$ cat src/rtl/cgra_cfg_pkg.sv
// Shared types and constants for the CGRA configuration sequencer.
// AXI tie-offs live here so the parent can drive the constant channel fields.
package cgra_cfg_pkg;

  typedef enum logic [2:0] {
    IDLE,
    WR_ADDR_DATA,
    WR_RESP,
    RD_ADDR,
    RD_DATA,
    FINISH
  } state_t;

  localparam logic [7:0]  AXI_LEN        = 8'd0;
  localparam logic [2:0]  AXI_SIZE       = 3'b011;
  localparam logic [1:0]  AXI_BURST_INCR = 2'b01;
  localparam logic [7:0]  AXI_STRB       = 8'hFF;
  localparam logic [3:0]  AXI_ID         = 4'd0;
  localparam logic        AXI_WLAST      = 1'b1;

  localparam logic [1:0]  RESP_OKAY      = 2'b00;

  localparam logic [63:0] DEF_POLL_ADDR  = 64'h5000_0058;
  localparam logic [63:0] DEF_DONE_MASK  = 64'h1;

endpackage

$ cat src/rtl/cgra_cfg_sequencer.sv
// Replays a table of single-beat AXI writes into the CGRA window, then polls a
// status register until the done mask is set; one transaction outstanding at a time.
module cgra_cfg_sequencer
  import cgra_cfg_pkg::*;
#(
  parameter int                    ADDR_WIDTH   = 64,
  parameter int                    DATA_WIDTH   = 64,
  parameter int                    MAX_CMDS     = 8,
  parameter logic [ADDR_WIDTH-1:0] POLL_ADDR    = ADDR_WIDTH'(DEF_POLL_ADDR),
  parameter logic [DATA_WIDTH-1:0] DONE_MASK    = DATA_WIDTH'(DEF_DONE_MASK),
  parameter int                    POLL_TIMEOUT = 256,
  localparam int                   CNT_W        = $clog2(MAX_CMDS + 1)
) (
  input  logic                           clk_i,
  input  logic                           rst_i,
  input  logic                           start_i,
  input  logic [CNT_W-1:0]               num_cmds_i,
  input  logic [MAX_CMDS*ADDR_WIDTH-1:0] cmd_addr_i,
  input  logic [MAX_CMDS*DATA_WIDTH-1:0] cmd_data_i,
  output logic                           busy_o,
  output logic                           done_o,
  output logic                           err_o,
  output logic                           aw_valid_o,
  input  logic                           aw_ready_i,
  output logic [ADDR_WIDTH-1:0]          aw_addr_o,
  output logic                           w_valid_o,
  input  logic                           w_ready_i,
  output logic [DATA_WIDTH-1:0]          w_data_o,
  input  logic                           b_valid_i,
  output logic                           b_ready_o,
  input  logic [1:0]                     b_resp_i,
  output logic                           ar_valid_o,
  input  logic                           ar_ready_i,
  output logic [ADDR_WIDTH-1:0]          ar_addr_o,
  input  logic                           r_valid_i,
  output logic                           r_ready_o,
  input  logic [DATA_WIDTH-1:0]          r_data_i,
  input  logic [1:0]                     r_resp_i
);

  localparam int POLL_W = $clog2(POLL_TIMEOUT + 1);

  state_t                  state, state_next;
  logic [CNT_W-1:0]        cnt, idx, cnt_clamped, idx_inc, wr_idx;
  logic [POLL_W-1:0]       poll_cnt, poll_inc;
  logic                    err_flag, finish_err;
  logic                    aw_vld, w_vld, wr_sent, poll_hit;
  logic [ADDR_WIDTH-1:0]   aw_addr;
  logic [DATA_WIDTH-1:0]   w_data;

  assign cnt_clamped = (num_cmds_i > CNT_W'(MAX_CMDS)) ? CNT_W'(MAX_CMDS) : num_cmds_i;
  assign idx_inc     = idx + CNT_W'(1);
  assign poll_inc    = poll_cnt + POLL_W'(1);
  assign poll_hit    = (r_data_i & DONE_MASK) == DONE_MASK;
  // A channel whose valid has already dropped has completed its handshake.
  assign wr_sent     = (!aw_vld || aw_ready_i) && (!w_vld || w_ready_i);
  assign wr_idx      = (state == IDLE) ? '0 : idx_inc;

  always_ff @(posedge clk_i) begin
    if (rst_i) state <= IDLE;
    else       state <= state_next;
  end

  always_comb begin
    state_next = state;
    finish_err = 1'b0;
    case (state)
      IDLE: begin
        if (start_i) state_next = (cnt_clamped == '0) ? RD_ADDR : WR_ADDR_DATA;
      end
      WR_ADDR_DATA: begin
        if (wr_sent) state_next = WR_RESP;
      end
      WR_RESP: begin
        if (b_valid_i) begin
          if (b_resp_i != RESP_OKAY) begin
            state_next = FINISH;
            finish_err = 1'b1;
          end else if (idx_inc < cnt) begin
            state_next = WR_ADDR_DATA;
          end else begin
            state_next = RD_ADDR;
          end
        end
      end
      RD_ADDR: begin
        if (ar_ready_i) state_next = RD_DATA;
      end
      RD_DATA: begin
        if (r_valid_i) begin
          if (r_resp_i != RESP_OKAY) begin
            state_next = FINISH;
            finish_err = 1'b1;
          end else if (poll_hit) begin
            state_next = FINISH;
          end else if (poll_inc == POLL_W'(POLL_TIMEOUT)) begin
            state_next = FINISH;
            finish_err = 1'b1;
          end else begin
            state_next = RD_ADDR;
          end
        end
      end
      FINISH:  state_next = IDLE;
      default: state_next = IDLE;
    endcase
  end

  always_ff @(posedge clk_i) begin
    if (rst_i) begin
      cnt      <= '0;
      idx      <= '0;
      poll_cnt <= '0;
      err_flag <= 1'b0;
      aw_vld   <= 1'b0;
      w_vld    <= 1'b0;
      aw_addr  <= '0;
      w_data   <= '0;
    end else begin
      if (state == IDLE && start_i) begin
        cnt      <= cnt_clamped;
        idx      <= '0;
        poll_cnt <= '0;
      end
      if (state == WR_RESP && state_next == WR_ADDR_DATA) idx <= idx_inc;
      if (state == RD_DATA && r_valid_i) poll_cnt <= poll_inc;
      if (state_next == FINISH && state != FINISH) err_flag <= finish_err;

      // Each write's beat is loaded on entry so the bus never sees the table combinationally.
      if (state_next == WR_ADDR_DATA && state != WR_ADDR_DATA) begin
        aw_vld  <= 1'b1;
        w_vld   <= 1'b1;
        aw_addr <= cmd_addr_i[int'(wr_idx)*ADDR_WIDTH +: ADDR_WIDTH];
        w_data  <= cmd_data_i[int'(wr_idx)*DATA_WIDTH +: DATA_WIDTH];
      end else begin
        if (aw_vld && aw_ready_i) aw_vld <= 1'b0;
        if (w_vld && w_ready_i)   w_vld  <= 1'b0;
      end
    end
  end

  assign busy_o     = (state != IDLE);
  assign done_o     = (state == FINISH) && !err_flag;
  assign err_o      = (state == FINISH) && err_flag;
  assign aw_valid_o = aw_vld;
  assign aw_addr_o  = aw_addr;
  assign w_valid_o  = w_vld;
  assign w_data_o   = w_data;
  assign b_ready_o  = (state == WR_RESP);
  assign ar_valid_o = (state == RD_ADDR);
  assign ar_addr_o  = (state == RD_ADDR) ? POLL_ADDR : '0;
  assign r_ready_o  = (state == RD_DATA);

endmodule

$ cat config.mk
export PLATFORM = sky130hd
export DESIGN_NAME = cgra_cfg_sequencer
export DESIGN_NICKNAME = d
export VERILOG_FILES = /design/src/rtl/cgra_cfg_pkg.sv /design/src/rtl/cgra_cfg_sequencer.sv
export SDC_FILE = /design/constraint.sdc
export NUM_CORES = 1
export LEC_CHECK = 0
export CORE_AREA = 3 3 502 504
export DETAILED_ROUTE_END_ITERATION = 6
export DIE_AREA = 0 0 505 507
export GPL_ROUTABILITY_DRIVEN = 0
export GPL_TIMING_DRIVEN = 0
export PLACE_DENSITY_LB_ADDON = 0.05
export SYNTH_ARGS = -nofsm -noshare
export SYNTH_HDL_FRONTEND = slang
export SYNTH_SLANG_ARGS = --single-unit
$ cat constraint.sdc
create_clock -name clk_i -period 8.67 [get_ports clk_i]
set_clock_uncertainty 0.1 [all_clocks]
set_input_delay 1.734 -clock clk_i [delete_from_list [all_inputs] [get_ports clk_i]]
set_output_delay 1.734 -clock clk_i [all_outputs]
set_load 0.01 [all_outputs]
==> metrics.md <==
| Metric | Value |
|---|---|
| Post-Synthesis Cell Area | 15,100 um2 |
| DRC | 0 |
| Total of cells resized after clock tree synthesis | 0 |
| Setup_tns | 0 ns |
| Via-to-Cell Ratio | 3.09 |
| TritonCTS sink count | 151 |
| Share of the clock period used by the worst path after layout | 0.669 |
| Die span in y | 507 um |
| Largest net degree at the start of global routing | 17 |
| Clock-pin slew on the worst setup and hold paths | 0.09 ns |
| Total clock buffers created by CTS | 17 |
| Boundary Pins | 1,304 |
| Fraction of the yosys area taken by sequential cells | 0.200 |
| Critical path endpoint category | output port |
| Routed len/inst | 30.9 um |
| Die W | 505 um |
| VDD IR max | 183 uV |
| Number of setup buffers added after CTS | 0 |
| Async set-or-reset flop fraction in the synthesized netlist | 0 |
| Row count | 183 |
| IO Port Bufs | 1,180 |
| Actual transition at the worst max-transition pin | 1.39 ns |
| Vias in the first global route | 20.7k |
| Number of H-tree branching levels | 4 |
| Initial antenna violation count | 133 |
| Worst Path Max Fanout | 11 |
| Setup violations, final | 0 |
| Layout Nets | 4,020 |
| Hold Violations, Final | 0 |
| Half-perimeter wire length after detailed placement | 171,000 um |
| Hold Crit Class | flop to flop |
| Most used DFF post-synth | dfxtp_1 |
| Data arrival time of the critical path | 3.97 ns |
| Share of cells above drive strength 1 | 0.103 |
| Flip-flop and latch count after synthesis | 151 |
| Count of mapped cells out of synthesis | 1,639 |
| Remaining antenna violation count | 0 |
| Startpoint type of the worst setup path | flop |
| Largest area contributor in the synthesized netlist | dfxtp_1 |
| Global-route wire length before repair | 242,000 um |
| RSZ-0062 raised after global routing | false |
| Static leakage power | 10.6 nW |
| Placeable core region | 248,000 um2 |
| Post-synthesis to final-layout area growth | 114% |
| Global-route usage over all layers | 0.147 |
| Power Density | 157 nW/um2 |
| CTS tree | done |
| Start-to-end type of the worst setup path | flop to output port |
| Run status | completed |
| Total Die Area | 256,000 um2 |
| Hold slack | 0.364 ns |
| Time the worst path needs with I/O delays and setup | 5.80 ns |
| Area fraction of the dominant cell type after synthesis | 0.200 |
| Library cell with the highest instance count after synthesis | mux2i_1 |
| Worst slew slack as a fraction of its limit | 0.0706 |
| Number of vias after detailed routing | 19.4k |
| Initial DRC Count | 911 |
| List of most frequent post-synthesis cells | 292 x mux2i_1, 151 x dfxtp_1, 148 x a21oi_1 |
| Wire length after detailed routing | 194,000 um |
| Mean cell area of the mapped netlist | 9.22 um2 |
| Warnings from Yosys | 0 |
| Count of distinct cell types in the synthesized netlist | 58 |
| Hold_buf cts | 0 |
| Number of iterations in the first detailed-routing pass | 5 |
| Peak Freq | 172 MHz |
| Number of max-capacitance violations reported | 0 |
| Clock root buffer | clkbuf_16 |
| Placed Instances | 6,222 |
| Effective utilization at floorplan | 0.0609 |
| Clock buffer depth | 2 |
| Latest clock arrival within the worst-skew pair | 0.56 ns |
| Max Transition Viols Final | 0 |
| Main area contributors after synthesis | dfxtp_1 20%, mux2i_1 19%, mux4_2 19% |
| EDFF count, synth | 0 |
| Worst Path Required | 6.84 ns |
| Global route overflow | 0 |
| Post-layout instance count excluding filler cells | 6,286 |
[cell families after synthesis]
| group | after synthesis | share of synthesized area |
|---|---|---|
| other | 1 | 0.000248 |
| multiplexers | 423 | 0.384 |
| XOR/XNOR | 2 | 0.00116 |
| AO/OA/AOI/OAI | 400 | 0.185 |
| adder cells (fa/ha/maj) | 5 | 0.00414 |
| buffers and inverters | 239 | 0.0811 |
| AND/OR/NAND/NOR | 418 | 0.144 |
| flip-flops | 151 | 0.200 |
[routing by layer]
layer / GRT usage / routed length (um) / part of all wire
met5: 0 / 445 / 0.0023
met4: 0.0343 / 4300 / 0.022
met2: 0.261 / 97200 / 0.50
met3: 0.0505 / 16400 / 0.084
met1: 0.167 / 75800 / 0.39
[power by group]
part	switching (mW)	internal (mW)	total, mW
Sequential	0.101	0.868	0.970
Combinational	1.77	1.50	3.27
Clock	0.454	0.378	0.832
Total	2.32	2.74	5.07
[layout by cell type, fill, tap and decap left out, types with 17 or more instances in the layout]
cell type	n
a21oi_1	148
a221oi_1	32
a32oi_1	93
buf_2	21
buf_4	65
clkbuf_1	107
clkbuf_16	17
clkdlybuf4s50_1	1180
conb_1	59
dfxtp_1	151
diode_2	32
mux2i_1	292
mux4_2	125
nand2_1	22
nand2b_1	136
nor2_1	111
nor3_1	100
o21bai_1	93
[state kept, by name, indices dropped and copies added (netlist names)]
register,flops
aw_valid_o,1
state,3
cnt,4
idx,4
w_data_o,64
poll_cnt,9
aw_addr_o,64
err_flag,1
w_valid_o,1
[worst paths after layout]
path / endpoint / slack [ns] / cells past startpoint / start
min: cnt[0]$_SDFFE_PP0P_ / 0.36 / 2 / cnt[0]$_SDFFE_PP0P_
max: busy_o / 2.87 / 5 / state[2]$_SDFF_PP0_
max reg2reg: aw_addr_o[53]$_SDFFE_PP0P_ / 2.94 / 18 / idx[1]$_SDFFE_PP0P_
min reg2reg: cnt[0]$_SDFFE_PP0P_ / 0.36 / 2 / cnt[0]$_SDFFE_PP0P_
[final cells by class]
class                      count  area (um2)
sequential                   151        3020
antenna                       32        80.1
fill                       28500      216000
inverter                       8        30.0
clock inverter                15         136
buffer                       231        1220
clock buffer                  17         425
multi-input combinational   1307       11100
timing repair buffer        1195       12200
tap                         3330        4170
[critical path, cell delays in order, from the launching register on]
cell and delay (ns):
dfxtp_1 0.45, clkbuf_1 0.39, nor3_1 0.27, inv_2 0.50, clkbuf_1 1.03, clkdlybuf4s50_1 0.75
[per-stage QoR]
step	setup WS [ns]	cell area [um2]	utilization	power, mW
floorplan	4.75	15300	-	2.38
global placement	0.137	31300	0.126	4.37
detailed placement	2.53	31700	0.128	4.38
CTS	2.47	32300	0.130	5.32
global route	2.40	32300	0.130	5.44
finish	2.87	32300	0.130	5.07
(Power assumes the default switching activity.)
